**config.mk**
```make
export PLATFORM = sky130hd
export DESIGN_NAME = batcharger_ctrl_flat
export DESIGN_NICKNAME = d
export VERILOG_FILES = /design/src/rtl/batcharger_pkg.sv /design/src/rtl/batcharger_if.sv /design/src/rtl/batcharger_deb.sv /design/src/rtl/batcharger_ctrl.sv /design/src/flat_wrapper.sv
export SDC_FILE = /design/constraint.sdc
export NUM_CORES = 1
export LEC_CHECK = 0
export CAP_MARGIN = 20
export CORE_MARGIN = 3
export CORE_UTILIZATION = 48
export CTS_BUF_LIST = sky130_fd_sc_hd__clkbuf_4 sky130_fd_sc_hd__clkbuf_8
export DETAILED_ROUTE_END_ITERATION = 16
export PLACE_DENSITY = 0.83
export SLEW_MARGIN = 5
export SYNTH_ARGS = -nofsm -noshare
export SYNTH_HDL_FRONTEND = slang
export SYNTH_SLANG_ARGS = --single-unit
```
**constraint.sdc**
```tcl
create_clock -name clk -period 3.2 [get_ports clk]
set_clock_uncertainty 0.2 [all_clocks]
set_input_delay 0.64 -clock clk [delete_from_list [all_inputs] [get_ports clk]]
set_output_delay 0.64 -clock clk [all_outputs]
set_load 0.01 [all_outputs]
```
**src/rtl/batcharger_pkg.sv**
```systemverilog
// Shared types and defaults for the Li-Po charge-sequencing controller.
package batcharger_pkg;

    localparam int unsigned DefDw  = 8;
    localparam int unsigned DefDeb = 4;
    localparam int unsigned DefTw  = 16;

    typedef enum logic [2:0] {
        StIdle  = 3'd0,
        StTc    = 3'd1,
        StCc    = 3'd2,
        StCv    = 3'd3,
        StDone  = 3'd4,
        StFault = 3'd5
    } state_e;

    // Inclusive window compare; callers zero-extend their codes to 32 bits.
    function automatic logic temp_in_window(input logic [31:0] t,
                                            input logic [31:0] lo,
                                            input logic [31:0] hi);
        return (t >= lo) && (t <= hi);
    endfunction

endpackage

```
**src/rtl/batcharger_if.sv**
```systemverilog
// Register-bank / ADC side of the charger controller: codes in, mode enables out.
interface batcharger_if
    import batcharger_pkg::*;
#(
    parameter int unsigned DW = DefDw,
    parameter int unsigned TW = DefTw
);

    logic          en;
    logic [DW-1:0] vbat;
    logic [DW-1:0] ibat;
    logic [DW-1:0] vtemp;
    logic [DW-1:0] vcutoff;
    logic [DW-1:0] vpreset;
    logic [DW-1:0] vtok;
    logic [DW-1:0] iend;
    logic [DW-1:0] tempmin;
    logic [DW-1:0] tempmax;
    logic [TW-1:0] tmax;
    logic          tc;
    logic          cc;
    logic          cv;
    logic          done;
    logic          fault;
    logic [2:0]    state;

    modport master (
        output en, vbat, ibat, vtemp, vcutoff, vpreset, vtok, iend, tempmin, tempmax, tmax,
        input  tc, cc, cv, done, fault, state
    );

    modport slave (
        input  en, vbat, ibat, vtemp, vcutoff, vpreset, vtok, iend, tempmin, tempmax, tmax,
        output tc, cc, cv, done, fault, state
    );

endinterface

```
**src/rtl/batcharger_deb.sv**
```systemverilog
// Saturating consecutive-true counter; fire_o marks the Deb-th true cycle in a row.
module batcharger_deb #(
    parameter int unsigned Deb = 4
) (
    input  logic clk,
    input  logic rstz,
    input  logic cond_i,
    input  logic clr_i,
    output logic fire_o
);

    localparam int unsigned CntW = (Deb > 1) ? $clog2(Deb) : 1;
    localparam logic [CntW-1:0] Last = CntW'(Deb - 1);

    logic [CntW-1:0] cnt_q;
    logic [CntW-1:0] cnt_d;

    always_comb begin
        cnt_d = cnt_q;
        if (clr_i || !cond_i) begin
            cnt_d = '0;
        end else if (cnt_q != Last) begin
            cnt_d = cnt_q + 1'b1;
        end
    end

    assign fire_o = cond_i && (cnt_q == Last);

    always_ff @(posedge clk or negedge rstz) begin
        if (!rstz) begin
            cnt_q <= '0;
        end else begin
            cnt_q <= cnt_d;
        end
    end

endmodule

```
**src/rtl/batcharger_ctrl.sv**
```systemverilog
// Charge sequencer: IDLE -> TC -> CC -> CV -> DONE with temperature fault and recharge,
// one-hot power-stage enables registered from the state register.
module batcharger_ctrl
    import batcharger_pkg::*;
#(
    parameter int unsigned DW  = DefDw,
    parameter int unsigned DEB = DefDeb,
    parameter int unsigned TW  = DefTw
) (
    input  logic clk,
    input  logic rstz,
    batcharger_if.slave bus
);

    logic [DW-1:0] vbat;
    logic [DW-1:0] ibat;
    logic [DW-1:0] vtemp;
    logic [DW-1:0] vcutoff;
    logic [DW-1:0] vpreset;
    logic [DW-1:0] vtok;
    logic [DW-1:0] iend;
    logic [DW-1:0] tempmin;
    logic [DW-1:0] tempmax;
    logic [TW-1:0] tmax;

    assign vbat    = bus.vbat;
    assign ibat    = bus.ibat;
    assign vtemp   = bus.vtemp;
    assign vcutoff = bus.vcutoff;
    assign vpreset = bus.vpreset;
    assign vtok    = bus.vtok;
    assign iend    = bus.iend;
    assign tempmin = bus.tempmin;
    assign tempmax = bus.tempmax;
    assign tmax    = bus.tmax;

    state_e        state_q;
    state_e        state_d;
    logic [TW-1:0] timer_q;
    logic [TW-1:0] timer_d;
    logic          tc_q;
    logic          cc_q;
    logic          cv_q;
    logic          done_q;
    logic          fault_q;

    logic tempok;
    logic active;
    logic fault_cond;
    logic prog_cond;
    logic fault_fire;
    logic prog_fire;
    logic timeout;
    logic state_chg;

    assign tempok = temp_in_window(32'(vtemp), 32'(tempmin), 32'(tempmax));
    assign active = (state_q == StTc) || (state_q == StCc) || (state_q == StCv);
    assign fault_cond = active && !tempok;
    assign timeout = (state_q == StCv) && (timer_q >= tmax);

    // Progression is held off while the fault condition is pending so the fault counter governs.
    always_comb begin
        prog_cond = 1'b0;
        case (state_q)
            StIdle:  prog_cond = bus.en && tempok;
            StTc:    prog_cond = tempok && (vbat >= vtok);
            StCc:    prog_cond = tempok && (vbat >= vcutoff);
            StCv:    prog_cond = tempok && (ibat <= iend);
            StDone:  prog_cond = vbat < vpreset;
            StFault: prog_cond = tempok;
            default: prog_cond = 1'b0;
        endcase
    end

    always_comb begin
        state_d = state_q;
        if (!bus.en) begin
            state_d = StIdle;
        end else if (fault_fire) begin
            state_d = StFault;
        end else if (timeout) begin
            state_d = StDone;
        end else if (prog_fire) begin
            case (state_q)
                StIdle: begin
                    if (vbat < vtok) begin
                        state_d = StTc;
                    end else if (vbat < vcutoff) begin
                        state_d = StCc;
                    end else begin
                        state_d = StCv;
                    end
                end
                StTc:    state_d = StCc;
                StCc:    state_d = StCv;
                StCv:    state_d = StDone;
                StDone:  state_d = (vbat < vtok) ? StTc : StCc;
                StFault: state_d = StIdle;
                default: state_d = StIdle;
            endcase
        end
    end

    assign state_chg = (state_d != state_q);

    // Timer reads 0 on the first CV cycle and saturates at all-ones.
    always_comb begin
        timer_d = '0;
        if (state_q == StCv) begin
            timer_d = (&timer_q) ? timer_q : timer_q + 1'b1;
        end
    end

    batcharger_deb #(
        .Deb (DEB)
    ) u_deb_prog (
        .clk    (clk),
        .rstz   (rstz),
        .cond_i (prog_cond),
        .clr_i  (state_chg),
        .fire_o (prog_fire)
    );

    batcharger_deb #(
        .Deb (DEB)
    ) u_deb_fault (
        .clk    (clk),
        .rstz   (rstz),
        .cond_i (fault_cond),
        .clr_i  (state_chg),
        .fire_o (fault_fire)
    );

    always_ff @(posedge clk or negedge rstz) begin
        if (!rstz) begin
            state_q <= StIdle;
            timer_q <= '0;
            tc_q    <= 1'b0;
            cc_q    <= 1'b0;
            cv_q    <= 1'b0;
            done_q  <= 1'b0;
            fault_q <= 1'b0;
        end else begin
            state_q <= state_d;
            timer_q <= timer_d;
            tc_q    <= (state_q == StTc);
            cc_q    <= (state_q == StCc);
            cv_q    <= (state_q == StCv);
            done_q  <= (state_q == StDone);
            fault_q <= (state_q == StFault);
        end
    end

    assign bus.tc    = tc_q;
    assign bus.cc    = cc_q;
    assign bus.cv    = cv_q;
    assign bus.done  = done_q;
    assign bus.fault = fault_q;
    assign bus.state = state_q;

endmodule

```
**src/flat_wrapper.sv**
```systemverilog
// flat-port wrapper written by rule: the top's interface ports become plain ports
module batcharger_ctrl_flat import batcharger_pkg::*;
#(
    parameter int unsigned DW  = DefDw,
    parameter int unsigned DEB = DefDeb,
    parameter int unsigned TW  = DefTw
)
  (clk, rstz, bus_en, bus_vbat, bus_ibat, bus_vtemp, bus_vcutoff, bus_vpreset, bus_vtok, bus_iend, bus_tempmin, bus_tempmax, bus_tmax, bus_tc, bus_cc, bus_cv, bus_done, bus_fault, bus_state);
  batcharger_if #(.DW(DW), .TW(TW)) bus_i ();
  input  logic clk;
  input  logic rstz;
  input wire logic [$bits(bus_i.en)-1:0] bus_en;
  input wire logic [$bits(bus_i.vbat)-1:0] bus_vbat;
  input wire logic [$bits(bus_i.ibat)-1:0] bus_ibat;
  input wire logic [$bits(bus_i.vtemp)-1:0] bus_vtemp;
  input wire logic [$bits(bus_i.vcutoff)-1:0] bus_vcutoff;
  input wire logic [$bits(bus_i.vpreset)-1:0] bus_vpreset;
  input wire logic [$bits(bus_i.vtok)-1:0] bus_vtok;
  input wire logic [$bits(bus_i.iend)-1:0] bus_iend;
  input wire logic [$bits(bus_i.tempmin)-1:0] bus_tempmin;
  input wire logic [$bits(bus_i.tempmax)-1:0] bus_tempmax;
  input wire logic [$bits(bus_i.tmax)-1:0] bus_tmax;
  output wire logic [$bits(bus_i.tc)-1:0] bus_tc;
  output wire logic [$bits(bus_i.cc)-1:0] bus_cc;
  output wire logic [$bits(bus_i.cv)-1:0] bus_cv;
  output wire logic [$bits(bus_i.done)-1:0] bus_done;
  output wire logic [$bits(bus_i.fault)-1:0] bus_fault;
  output wire logic [$bits(bus_i.state)-1:0] bus_state;
  assign bus_i.en = bus_en;
  assign bus_i.vbat = bus_vbat;
  assign bus_i.ibat = bus_ibat;
  assign bus_i.vtemp = bus_vtemp;
  assign bus_i.vcutoff = bus_vcutoff;
  assign bus_i.vpreset = bus_vpreset;
  assign bus_i.vtok = bus_vtok;
  assign bus_i.iend = bus_iend;
  assign bus_i.tempmin = bus_tempmin;
  assign bus_i.tempmax = bus_tempmax;
  assign bus_i.tmax = bus_tmax;
  assign bus_tc = bus_i.tc;
  assign bus_cc = bus_i.cc;
  assign bus_cv = bus_i.cv;
  assign bus_done = bus_i.done;
  assign bus_fault = bus_i.fault;
  assign bus_state = bus_i.state;
  batcharger_ctrl #(.DW(DW), .DEB(DEB), .TW(TW)) u_core (.clk(clk), .rstz(rstz), .bus(bus_i));
endmodule
```
== After elaboration in Yosys (flattened, before gate mapping) ==
Index checks and enable logic that the tools add are counted.

* Add/sub/neg operators: 3
* Magnitude comparators: 9
* Equality and inequality tests: 11
* Multiplexer cells: 15
* Reductions and logical operators: 20

{| class="wikitable"
|+ Operator list
! cell !! number
|-
| $mux W16 || 2
|-
| $ge A8 B8 Y1 || 3
|-
| $lt A8 B8 Y1 || 3
|-
| $add A16 B1 Y16 const B || 1
|-
| $ge A16 B16 Y1 || 1
|-
| $le A8 B8 Y1 || 2
|-
| $reduce_and A16 Y1 || 1
|-
| $mux W3 || 5
|-
| $pmux W3 S5 || 1
|-
| $mux W2 || 5
|-
| $logic_and A1 B1 Y1 || 9
|-
| $eq A3 B2 Y1 const B || 2
|-
| $eq A3 B3 Y1 const B || 2
|-
| $ne A2 B2 Y1 const B || 3
|-
| $pmux W1 S6 || 1
|-
| $add A2 B1 Y2 const B || 2
|-
| $eq A2 B2 Y1 const B || 2
|-
| $logic_or A1 B1 Y1 || 4
|-
| $reduce_bool A2 Y1 || 2
|-
| $eq A3 B1 Y1 const B || 1
|-
| $logic_not A1 Y1 || 3
|-
| $logic_not A3 Y1 || 1
|-
| $ne A3 B3 Y1 || 1
|-
| $mux W1 || 1
|}

* Bits in registers: 28
* Input port bits: 91
* Logic and storage cells: 67

== Longest topological paths before layout ==
Gate-level depths: netlist of run 1.

* Word-level depth: 12
* Depth in mapped cells: 11
* Gate-level depth less buffers: 11

== Hierarchy ==
Synthesis of run 1 repeated with hierarchy kept, for this count alone.

* Cells, all modules: 366
* Area total of the unflattened synthesis: 3006.6 um2

{| class="wikitable"
|+ Modules (own cells, without submodules)
! module !! times used !! cells an instance !! area an instance (um2) !! seq. area each (um2)
|-
| batcharger_ctrl || 1 || 348 || 2801.4 || 600.6
|-
| batcharger_deb || 2 || 9 || 102.6 || 50.0
|}

== Worst setup path after synthesis of run 1 ==
No wires, ideal clock.

* Path kind: input port to flip-flop
* Start: input bus_vcutoff[5]
* End: register u_core.u_deb_prog.cnt_q[1]
* Arrival time: 2.410 ns
* Setup slack: 0.490 ns
* Cell stages on the path: 11
* Buffers on the path: 0
* Cells stage by stage: inv_1 ha_1 a21oi_1 nor2_1 a211oi_1 a21boi_1 nor4_2 a211o_2 a31o_1 o221ai_2 nor4bb_1

* Longest elaborated chain between the ends: 11

{| class="wikitable"
|+ Ends and longest elaborated chain
! what !! line !! text
|-
| start, declared || flat_wrapper.sv:16 || <nowiki>input wire logic [$bits(bus_i.vcutoff)-1:0] bus_vcutoff;</nowiki>
|-
| $lt A8 B8 Y1 / $ge A8 B8 Y1 (equally long branches) || batcharger_ctrl.sv:88, batcharger_ctrl.sv:67 ||
|-
| $mux W1 / $logic_and A1 B1 Y1 (equally long branches) || batcharger_ctrl.sv:88, batcharger_ctrl.sv:67 ||
|-
| $mux W3 / $pmux W1 S6 (equally long branches) || batcharger_ctrl.sv:86, batcharger_ctrl.sv:64 ||
|-
| $pmux W3 S5 / $logic_and A1 B1 Y1 (equally long branches) || batcharger_ctrl.sv:84, batcharger_deb.sv:27 ||
|-
| $mux W3 || batcharger_ctrl.sv:83 || <nowiki>end else if (prog_fire) begin</nowiki>
|-
| $mux W3 || batcharger_ctrl.sv:81 || <nowiki>end else if (timeout) begin</nowiki>
|-
| $mux W3 || batcharger_ctrl.sv:79 || <nowiki>end else if (fault_fire) begin</nowiki>
|-
| $mux W3 || batcharger_ctrl.sv:77 || <nowiki>if (!bus.en) begin</nowiki>
|-
| $ne A3 B3 Y1 || batcharger_ctrl.sv:104 || <nowiki>assign state_chg = (state_d != state_q);</nowiki>
|-
| $logic_or A1 B1 Y1 (*) || batcharger_deb.sv:20 || <nowiki>if (clr_i || !cond_i) begin</nowiki>
|-
| $mux W2 / $reduce_bool A2 Y1 (equally long branches) || - ||
|-
| end signal, assigned || batcharger_deb.sv:33 || <nowiki>cnt_q <= cnt_d;</nowiki>
|-
| end, declared || batcharger_deb.sv:15 || <nowiki>logic [CntW-1:0] cnt_q;</nowiki>
|}

Every way passes the cells marked *; elsewhere a longest branch is shown, timed or not.
A chain may end at the register's enable or synchronous reset.

== Final worst setup path of run 1 ==
* Start: input bus_tmax[7]
* End: register u_core.state_q[1] (netlist: u_core.bus.state[1])

* Longest elaborated chain between the ends: 5

{| class="wikitable"
|+ Ends and longest elaborated chain
! what !! line !! text
|-
| start, declared || flat_wrapper.sv:22 || <nowiki>input wire logic [$bits(bus_i.tmax)-1:0] bus_tmax;</nowiki>
|-
| $ge A16 B16 Y1 || batcharger_ctrl.sv:59 || <nowiki>assign timeout = (state_q == StCv) && (timer_q >= tmax);</nowiki>
|-
| $logic_and A1 B1 Y1 || batcharger_ctrl.sv:59 ||
|-
| $mux W3 || batcharger_ctrl.sv:81 ||
|-
| $mux W3 || batcharger_ctrl.sv:79 ||
|-
| $mux W3 || batcharger_ctrl.sv:77 ||
|-
| named net u_core.state_d[1] || batcharger_ctrl.sv:38 || <nowiki>state_e state_d;</nowiki>
|-
| end signal, assigned || batcharger_ctrl.sv:136 || <nowiki>state_q <= StIdle;</nowiki>
|-
| end signal, assigned || batcharger_ctrl.sv:144 || <nowiki>state_q <= state_d;</nowiki>
|-
| end, declared || batcharger_ctrl.sv:37 || <nowiki>state_e state_q;</nowiki>
|}

The timed path passes the listed nets, and every way through them passes these cells.

==> results summary, run 1 <==
The vias per cell is 5.40. The post-route non-filler standard cell count came out at 555. Clock latency on the worst-skew pair, taken at its later pin, is 0.27 ns. The number of antenna violations at the first check in global routing came out at 0. Detailed routing placed a total of 424 um of wire on met3. The number of vias in the routed layout is 2995. The port buffer count came out at 98.

The worst endpoint data arrival time came out at 3.06 ns. The total power per unit cell area is 198 nW/um^2. For this run, the detailed router's first-pass iteration total came to 4. The worst setup path is of the in -> reg kind. The TritonCTS clock tree is done. Yosys printed 0 warnings. The count of hold buffers inserted by post-cts repair came out at 0. The largest net degree at the start of global routing came out at 29. The post-placement cell count is 552. The flow ran to the end, and the final reports show no timing, DRC or antenna violations.

The accumulated negative setup slack is 0 ns. In the global route stage, overall resource usage came out at 0.194. The final period utilization is 0.976. In this run the worst hold path is classified as reg -> reg.

Of the total power, the share spent switching nets is 0.266. After clock tree synthesis, the repair step resized 0 gates. The count of state elements after synthesis is 28. The count of max-cap constraint violations came out at 0. The cell count after synthesis came out at 372.

Synthesis produced a netlist with a net count of 529. The top layer used by detailed routing is met4. The final HPWL from detailed placement came out at 6.01 mm. The share of synthesized area occupied by flip-flops and latches is 0.229. The area enclosed by the die boundary is 7370 sq um. The final antenna-violating net count came out at 0. The floorplan has 28 rows. The cell-internal power is 0.000620 W. The via count of the first global-routing pass came out at 2937. The fraction of power consumed by combinational cells is 0.360. IR analysis of the VDD net gives a maximum drop of 172 uV.

At the end of routability-driven placement, the weighted congestion stood at 0.829. In the final design database the tool counted 639 nets. The share of flip-flops with an asynchronous set or reset is 1.00. The final-layout fill cell count is 471. For the pin with the worst max-slew slack, the measured transition is 0.472 ns. The required time of the critical path is 3.13 ns. The max-slew violation count is 0. Global routing finished with a remaining overflow of 0. The average instance area after synthesis came out at 8.22 sq um. The initial cell density of the core came out at 0.505. The core region area is 6060 sq um.

The H-tree depth came out at 1. The proportion of power drawn by flip-flops and latches is 0.420. In this run the worst path has a maximum fanout of 2. Summed over all nets, the switching power comes to 0.000225 W. From left edge to right edge, the die measures 85.8 um. The number of clock sinks is 28. The final critical path time including I/O delays and setup is 3.12 ns.

The maximum count of clock buffers along a single path is 2. The tightest hold path in the finished design has a slack of 0.379 ns. In this run the register-to-register setup slack is 0.45 ns. The kind of end point of the critical path is a register. The post-synthesis to final-layout area growth is 39.2%. Yosys mapped the design onto 58 distinct sky130hd cell types.

The clock share of power came out at 0.220. The slack of the critical path is 0.0767 ns. In this run the post-CTS setup repair buffer count came out at 0. The number of DRC markers after the initial detailed-route iteration came out at 126. The first global-routing pass estimated 11.9 mm of wire.

In the synthesized netlist the dominant register cell turns out to be dfrtp_1. The post-CTS clock slew at the launch and capture registers of the worst setup and hold paths is 0.09 ns. Yosys mapped a number of flops with a built-in enable equal to 0. The post-synthesis instance area is 3060 sq um. Timing analysis after detailed placement gives a worst setup slack of -0.250 ns. The total power draw is 0.000845 W.

The sum of routed wire segments on met1 is 2.82 mm. The sum of met2 wire segment lengths after detailed routing is 3.76 mm. The number of hold violations in the final report came to 0.

The ratio of cells with drive above 1 in the final layout is 0.0729. Derived from the worst setup path, the maximum achievable clock frequency is 320 MHz. In the routed design, unresolved DRC markers number 0. The die is 85.8 um tall. CTS placed an instance of clkbuf_8 at the clock tree root. The worst setup path is launched from an input pin. The wire length after detailed routing is 7.09 mm.

The average wire per standard cell is 12.8 um. The static power due to leakage is 2.14 nW. The total inserted antenna cells came out at 0. For this design the top-level I/O count stands at 99. The tightest slew margin relative to the limit is 0.685. The number of clock buffers inserted by TritonCTS is 3. The sequential cell area is 701 sq um.

The final setup violation count came out at 0. Summing all multi-input logic gate instances after layout gives 2090 sq um.
==> cell usage after synthesis, types with 2 or more instances <==
cell type / number / area (sq um)
a211oi_1: 5 / 37.5
nand3_1: 9 / 45.0
a21o_1: 3 / 22.5
ha_1: 66 / 826
and4_1: 2 / 17.5
nor2_1: 37 / 139
nor2b_1: 2 / 12.5
nand4_1: 10 / 62.6
and3_1: 4 / 25.0
o21ai_0: 18 / 90.1
o211ai_1: 3 / 22.5
a2111oi_0: 2 / 17.5
nand3_2: 3 / 30.0
nor3b_1: 2 / 15.0
and4_4: 2 / 22.5
a211o_1: 2 / 17.5
a32oi_1: 2 / 17.5
o31ai_1: 3 / 22.5
inv_1: 68 / 255
xnor2_1: 6 / 52.6
o21a_1: 2 / 15.0
xor2_1: 7 / 61.3
nand2_1: 13 / 48.8
nor3_1: 2 / 10.0
nand2b_1: 6 / 37.5
a21oi_1: 30 / 150
a31oi_1: 2 / 12.5
a22o_1: 2 / 17.5
o21ai_1: 3 / 15.0
dfrtp_1: 28 / 701
==> sequential cells by signal (all words and copies together), names as in the netlist <==
name,count
u_core.bus.cv,1
u_core.bus.cc,1
u_core.bus.done,1
u_core.bus.tc,1
u_core.u_deb_fault.cnt_q,2
u_core.bus.fault,1
u_core.u_deb_prog.cnt_q,2
u_core.bus.state,3
u_core.timer_q,16
==> worst paths after layout <==
check	to	cells after the start	start
hold reg to reg	u_core.timer_q[10]	1	u_core.timer_q[10]
setup / recovery	u_core.bus.state[1]	11	bus_tmax[7]
setup reg to reg	u_core.bus.state[1]	10	u_core.timer_q[0]
min in group asynchronous	u_core.timer_q[6]	2	rstz
hold / removal	u_core.timer_q[10]	1	u_core.timer_q[10]
max in group asynchronous	u_core.timer_q[9]	2	rstz
==> placed cells by master, fill, tap and decap left out, types with 4 or more instances in the layout <==
cell type and n:
o21ai_1 4, a211oi_1 4, nand2b_1 6, nand4_1 10, nor2_1 37, dfrtp_1 28, xor2_1 7, xnor2_1 6
ha_1 65, nand2_1 13, clkdlybuf4s50_1 98, inv_1 68, o21ai_0 17, buf_4 11, a21oi_1 29, nand3_1 9
and3_1 4
==> kinds of logic after synthesis <==
kind of cell	Yosys count	synth area share
AND/OR/NAND/NOR	106	0.192
AO/OA/AOI/OAI	84	0.173
buffers and inverters	74	0.0957
adder cells (fa/ha/maj)	66	0.270
flip-flops	28	0.229
XOR/XNOR	13	0.0372
multiplexers	1	0.00327
==> routing by layer <==
layer	vias up	track usage
li1	1518	-
met1	1371	0.221
met2	96	0.376
met3	10	0.0259
met4	0	0.0489
met5	-	0
==> critical path, stage by stage <==
cell	delay (ns)
clkdlybuf4s50_1	0.46
inv_1	0.04
ha_1	0.30
a22o_1	0.20
nor4_1	0.16
o21ai_1	0.10
a211o_1	0.30
a22o_1	0.22
a32oi_1	0.20
nor2_1	0.09
a2111oi_1	0.35
==> power groups by stage <==
stage	logic [W]	clock network, W	registers [W]
final	0.000304	0.000186	0.000355
after global placement	0.000288	0	0.000362
after global routing	0.000346	0.000208	0.000355
after detailed placement	0.000302	0	0.000362
after CTS	0.000304	0.000195	0.000355
after floorplan	0.000132	0	0.000362
==> through the flow <==
stage                      util  instance area (sq um)
after floorplan               -                   3060
after global placement    0.691                   4190
after detailed placement  0.691                   4190
after CTS                 0.698                   4230
after global routing      0.703                   4260
final                     0.703                   4260
==> cell type report <==
class                           instances  share of cell area
Clock buffer                            3             0.00970
Inverter                               70              0.0623
Multi-Input combinational cell        270               0.492
Sequential cell                        28               0.165
Tap cell                               75              0.0220
Timing Repair Buffer                  109               0.250
Note: power is estimated with default switching activity, not from simulation.
==> run 2, diff against run 1 <==
- SETUP_SLACK_MARGIN: not set -> 0.15
==> run 2 against run 1 <==
Clock power about the same; via count increased by 1.8%; critical endpoint is now u_core.u_deb_prog.cnt_q[1]; global-route usage increased by 0.76 points; largest cell class unchanged; sequential power about the same.
==> results summary, run 2 (same netlist as run 1, synthesis figures left out) <==
The flow ran to the end, and the final reports show no timing, DRC or antenna violations. In this run the clock root is driven by a clkbuf_8. The maximum count of clock buffers along a single path came out at 2. The number of vias in the routed layout is 3048. The number of hold buffers added after CTS was 0.

Setup repair after global routing left no endpoint under its margin. The post-synthesis to final-layout area growth came out at 55.5%. The critical path goes through clkdlybuf4s50_1 -> ha_4 -> nor3b_2 -> nor2_1 -> o31ai_1 -> a21boi_1 -> nor4_4 -> a211o_4 -> a31o_1 -> o221ai_4 -> nor4bb_1. The final-layout worst hold slack is 0.382 ns. In this design, the largest share of critical-path delay is due to compound AO/OA/AOI/OAI gates. The initial utilization of the core area, before any placement, comes to 0.505.

The number of hold violations in the final report is 0. The max-slew violation count came out at 0. In this run, CTS created clock tree buffers numbering 3. The minimum setup slack after placement came out at -0.250 ns. The total global routing overflow is 0. In this run the power spent charging and discharging nets is 0.000261 W. Dividing the detail-routed wire length by the instance count gives 14.7 um. The vertical extent of the die came out at 85.8 um. In this run the worst path has a maximum fanout of 4. The H-tree depth is 1. For the worst-skew pair, the clock arrives at the later sink with an insertion delay of 0.27 ns.

The tree built by TritonCTS fans out to 28 sinks. STA classifies the critical path startpoint as an input pin. The final critical path time including I/O delays and setup is 3.10 ns. In this run, the number of DRC markers left after iteration 0 of detailed routing was 145.

The total power draw is 0.000911 W. The critical path class is in -> reg. The total iterations of the first detailed-routing run came out at 4. The achievable clock frequency came out at 322 MHz. The last weighted congestion value of the routability-driven placer is 0.829. Leaving out fill and tap cells, the most frequent cell in the layout is clkdlybuf4s50_1. The total DRC errors in the routed layout came out at 0. The core region area is 6060 sq um. The placement row count is 28. The clock share of power came out at 0.206.

Dividing total power by cell area gives a power density of 191 nW/um^2. Dividing the detail-routed via count by the number of cells gives 5.45. In the finished design, the share of the clock period the worst path needs comes to 0.970.

The area enclosed by the die boundary is 7370 sq um. In this run the remaining antenna-violating nets after routing total 0. The total cell area at the placement stage is 4190 sq um.

The fraction of power consumed by combinational cells came out at 0.404. In the layout the commonest cells are clkdlybuf4s50_1, inv_1, ha_1, nor2_1, dfrtp_1. The wire length of the first global-routing pass is 12.3 mm. The final HPWL from detailed placement came out at 6.01 mm. The proportion of power drawn by flip-flops and latches is 0.390.

The post-CTS clock slew at the launch and capture registers of the worst setup and hold paths came out at 0.09 ns. TritonCTS built the clock tree. The min-delay analysis places its worst path in the category reg -> reg. The worst endpoint data arrival time is 3.08 ns. The count of max-cap constraint violations came out at 0.

The peak supply drop came out at 176 uV. After detailed routing, the total wire length is 8.22 mm. The number of antenna violations at the first check in global routing is 0.

The number of antenna diodes in the final layout is 0. The horizontal die dimension came out at 85.8 um. The static power due to leakage came out at 2.40 nW. At the worst endpoint, the required time is 3.18 ns. The ratio of cells with drive above 1 in the final layout came out at 0.196.

The via count of the first global-routing pass came out at 2996. The register with the most flip-flops in the layout has 16 of them. The largest single stage delay on the critical path is 0.51 ns.

The worst pin sits at a relative slew slack of 0.651. Counting flops per register, the top entry is u_core.timer_q. The switching power share of the total came out at 0.286. The final cell area excluding filler cells is 4760 sq um. The final setup violation count came out at 0. The internal power of the cells totals 0.000650 W.

The port buffer count is 98. The count of nets after finishing came out at 643. The count of boundary I/O pins is 99. The kind of end point of the critical path is a register. The buffering stage count on the worst path with inverters included is 1.

The largest net degree at the start of global routing is 29. The slack of the critical path is 0.0961 ns. In the global route stage, overall resource usage came out at 0.202.

Among all stages on the critical path, the largest delay is contributed by clkdlybuf4s50_1. The slew at the pin with the worst max-slew slack came out at 0.523 ns.
run 2: cell types whose count changed in the layout (fill, tap and decap cells not counted), sizes merged:
cell | before | now
dlymetal6s2s | 0 | 25
clkdlybuf4s50 | 98 | 69
buf | 11 | 15
dlygate4sd2 | 0 | 4
run 2: what timing repair did:
action / 4_1_cts / 5_1_grt
gates resized for setup: 15 / 87
pin swaps: 19 / 45
setup endpoints to repair: 3 / 7
buffers inserted: 3 / 1
hold endpoints to repair: 0 / 0
run 2: path summary, 6_finish.rpt:
check / startpoint / to / slack [ns] / cells past startpoint
min in group asynchronous: rstz / u_core.timer_q[6] / 0.54 / 2
max in group asynchronous: rstz / u_core.bus.state[2] / 2.00 / 2
worst max-delay path: bus_vcutoff[0] / u_core.u_deb_prog.cnt_q[1] / 0.1 / 11
worst max register to register: u_core.bus.state[1] / u_core.bus.state[0] / 0.55 / 9
worst min-delay path: u_core.timer_q[10] / u_core.timer_q[10] / 0.38 / 1
worst min register to register: u_core.timer_q[10] / u_core.timer_q[10] / 0.38 / 1
run 2: per-stage QoR:
step / utilization / cells / TNS [ns]
after floorplan: - / 372 / 0
after global placement: 0.691 / 552 / -0.452
after detailed placement: 0.691 / 552 / -0.989
after CTS: 0.708 / 558 / 0
after global routing: 0.785 / 559 / 0
final: 0.785 / 559 / 0
run 2: power by group through the flow:
| stage | Combinational (W) | Clock (W) | Sequential (W) |
|---|---|---|---|
| 5_1_grt | 0.000413 | 0.000207 | 0.000355 |
| 6_report | 0.000368 | 0.000188 | 0.000355 |
| 3_3_place_gp | 0.000288 | 0 | 0.000362 |
| 2_1_floorplan | 0.000132 | 0 | 0.000362 |
| 3_5_place_dp | 0.000302 | 0 | 0.000362 |
| 4_1_cts | 0.000307 | 0.000195 | 0.000355 |
run 2: final cells by class:
cell class | instances | area (sq um)
inverter | 70 | 265
multi-input combinational | 270 | 2490
timing repair buffer | 113 | 1160
fill | 386 | 1300
sequential | 28 | 701
clock buffer | 3 | 41.3
tap | 75 | 93.8
run 2: routing by layer:
metal | part of all wire | up-vias | GRT usage
met4 | 0.020 | 0 | 0.0590
met2 | 0.54 | 98 | 0.395
met3 | 0.053 | 16 | 0.0269
li1 | - | 1523 | -
met5 | 0 | - | 0
met1 | 0.39 | 1411 | 0.223
==> run 3, diff against run 2 <==
- ABC_AREA: not set -> 1
- CORE_UTILIZATION: 48 -> 44
- PLACE_DENSITY: 0.83 -> 0.8
- SLEW_MARGIN: 5 -> 20
- clock period: 3.2 -> 2.65 ns (I/O delays scaled with it)
==> run 3 against run 2 <==
Via count is 17% higher; die area grew 11%; global-route usage increased by 1.9 points; sequential cell count stayed put; clock power up 82%; final area increased by 14%; critical path type unchanged; largest cell class unchanged; highest routed layer unchanged.
==> results summary, run 3 <==
The number of flip-flops in the largest register is 16. The final cell area excluding filler cells is 5420 sq um. On the worst path, the slowest cell contributes a delay of 0.25 ns. OpenSTA, run right after detailed placement, puts the worst setup slack at -0.420 ns.

The most used flip-flop cell after synthesis is dfrtp_1. The congestion estimate from routability-driven global placement came to 0.843. The area enclosed by the die boundary is 8140 sq um.

Leaving out fill and tap cells, the most frequent cells in the layout are inv_2, inv_1, ha_4. After detailed routing, the number of vias per cell comes to 5.23. The final setup violation count came out at 0. The slew at the pin with the worst max-slew slack is 0.376 ns.

The placement row count is 30. The total cell area at the placement stage is 4330 sq um. After the last flow step, the layout net total stands at 740.

In the finished design, the share of the clock period the worst path needs comes to 0.938. The cell at the slowest stage of the critical path is ha_4. Setup repair after global routing could not meet its margin everywhere.

The flop-to-flop setup slack came out at 0.23 ns. At the worst endpoint, the arrival time is 2.46 ns. When the netlist entered floorplanning its net count stood at 601. More flip-flops sit in one register than any other, and that register is u_core.timer_q. The required time of the critical path came out at 2.62 ns. The first TritonRoute pass finished after 4 iterations. The max-slew violation count was 0. For this design the ratio of total power to cell area is 247 nW/um^2. In this run the worst hold path is classified as reg -> reg. The average wire per standard cell is 15.9 um. The share of flip-flops with an asynchronous set or reset is 1.00. The total global routing overflow is 0.

The post-CTS clock slew at the launch and capture registers of the worst setup and hold paths came out at 0.10 ns. The count of max-cap constraint violations is 0. CTS built an H-tree with a depth of 1. The horizontal die dimension is 90.2 um. Along the worst path, the maximum fanout reaches 4. The static power due to leakage is 2.71 nW. STA classifies the critical path startpoint as an input pin. The tree is rooted in a clkbuf_8. The number of hold violations in the final report came to 0. In the final layout, the share of cells above drive strength 1 is 0.545. Across every metal layer, demand over resource in global routing totals 0.220.

The critical path in this run is classified as in -> reg. Yosys mapped the design onto 31 distinct sky130hd cell types. The post-synthesis to final-layout area growth is 73.6%.

The share of synthesized area occupied by flip-flops and latches is 0.224. The count of warnings emitted by yosys is 0. The leading cell type by number of instances after synthesis is inv_1.

The worst setup path is captured at a register. The flow ran to the end, and the final reports show no timing, DRC or antenna violations. The average instance area after synthesis is 7.03 sq um. The number of DRC markers after the initial detailed-route iteration came out at 125. In this run, synthesis produced a sequential element count of 28.

The die is 90.2 um tall. The slack of the critical path is 0.165 ns. The count of hold buffers inserted by post-cts repair is 0.

By count the netlist is led by inv_1, nand2_1, ha_1. Summed over all instances, the cell type with the most area after synthesis is ha_1. The peak supply drop came out at 170 uV. Ranked by total cell area, the synthesized netlist is headed by ha_1, dfrtp_1, inv_1. The number of clock sinks came out at 28. The total DRC errors in the routed layout came out at 0.

The initial cell density of the core is 0.457. The count of boundary I/O pins came out at 99. The clock latency at the later pin of the worst-skew pair came out at 0.28 ns. The floorplan step defined a core boundary enclosing 6830 sq um. The wire length of the first global-routing pass is 15.0 mm.

The number of clock buffers inserted by TritonCTS is 3. The final antenna-violating net count is 0. The tightest slew margin relative to the limit came out at 0.750.

For this block, the via count after detailed routing is 3553. The post-synthesis instance area came out at 3120 sq um. TritonCTS built the clock tree. The library cell used most frequently in the layout, excluding fill and tap cells, is inv_2. The achievable clock frequency is 402 MHz. The final HPWL from detailed placement came out at 6.83 mm.

The share of synthesized area in the top cell type comes to 0.264. The cell count after synthesis is 444. The via count of the first global-routing pass came to 3533. The signal on the critical path passes through dlygate4sd2_1 -> inv_2 -> ha_4 -> nand2_2 -> nor2_4 -> nand4_1 -> nand3_2 -> nand2_2 -> nand4_1 -> nand2_2 -> nand2_4 -> nand2_4 -> nand2_2 -> nand3_2 -> nand2_2 -> nand2_2 -> nand2_2 -> nand2_2 -> nand3_2 -> nor2_1. The number of flops mapped to enable cells by yosys came out at 0.

The clock period could shrink to 2.48 ns. The number of antenna violations at the first check in global routing came to 1. The largest net degree at the start of global routing is 29.

Port buffering added 98 buffers. Counting stages on the worst path, the most repeated cell is nand2_2. The maximum count of clock buffers along a single path is 2. Wires add up to 10.8 mm.
-- run 3: cell types whose count changed after synthesis, sizes merged, moves of 3 or more --
| cell | before | now |
|---|---|---|
| nand2 | 14 | 94 |
| inv | 70 | 109 |
| nand3 | 12 | 21 |
| nor3 | 3 | 10 |
| nand2b | 6 | 0 |
| xnor2 | 6 | 0 |
| and3 | 5 | 0 |
| o21ai | 21 | 16 |
| xor2 | 7 | 2 |
| and4 | 4 | 0 |
| o31ai | 3 | 0 |
-- run 3: cell type report --
cell class	instances	area, sq um
Antenna cell	1	2.50
Clock buffer	3	41.3
Clock inverter	1	30.0
Fill cell	412	1410
Inverter	110	413
Multi-Input combinational cell	305	3060
Sequential cell	28	706
Tap cell	96	120
Timing Repair Buffer	135	1040
-- run 3: final timing paths --
check                           depth (start not counted)                           to                        start
max in group asynchronous                               2            u_core.timer_q[3]                         rstz
worst min-delay path                                    1  u_core.u_deb_fault.cnt_q[0]  u_core.u_deb_fault.cnt_q[0]
min in group asynchronous                               2            u_core.timer_q[4]                         rstz
worst max register to register                         18  u_core.u_deb_fault.cnt_q[1]            u_core.timer_q[0]
worst min register to register                          1  u_core.u_deb_fault.cnt_q[0]  u_core.u_deb_fault.cnt_q[0]
worst max-delay path                                   20  u_core.u_deb_fault.cnt_q[1]               bus_vcutoff[4]
-- run 3: cells by family (layout without fill, tap and decap cells) --
group	count (synthesis)	count (layout)	share of synthesized area
simple gates	173	173	0.254
buf+inv	111	249	0.134
fa+ha+maj	66	66	0.264
compound gates	64	64	0.117
flops	28	28	0.224
xor+xnor	2	2	0.00561
other cells	0	1	0
-- run 3: report_power, final --
part           switching (W)  total (W)  internal (W)  leakage (nW)
registers        0.000000968   0.000429      0.000429         0.384
logic               0.000281   0.000567      0.000286          2.29
clock network       0.000140   0.000342      0.000202        0.0357
-- run 3: critical path, delay by kind of cell --
family | cells | cell delay, ns
simple gates | 17 | 1.37
buf+inv | 2 | 0.29
fa+ha+maj | 1 | 0.25
-- run 3: routing by layer --
metal  vias to the layer above  part of all wire  track usage
met5                         -                 0            0
met3                        56             0.050       0.0377
met2                       137              0.54        0.449
li1                       1705                 -            -
met4                         0             0.058       0.0740
met1                      1655              0.35        0.220
-- run 3: what timing repair did --
action                     CTS  global route
setup endpoints to repair    6             8
resized for setup          183           246
setup buffers               10            12
pin swaps                  111           123
-- run 3: metrics by stage --
stage / power, W / utilization / setup TNS [ns] / instances / hold WS [ns]
after floorplan: 0.000611 / - / 0 / 444 / 0.0344
after global placement: 0.000800 / 0.634 / -1.86 / 652 / 0.222
after detailed placement: 0.000819 / 0.634 / -2.17 / 652 / 0.229
after CTS: 0.00121 / 0.714 / 0 / 666 / 0.243
after global routing: 0.00142 / 0.793 / 0 / 679 / 0.264
final: 0.00134 / 0.793 / 0 / 679 / 0.248
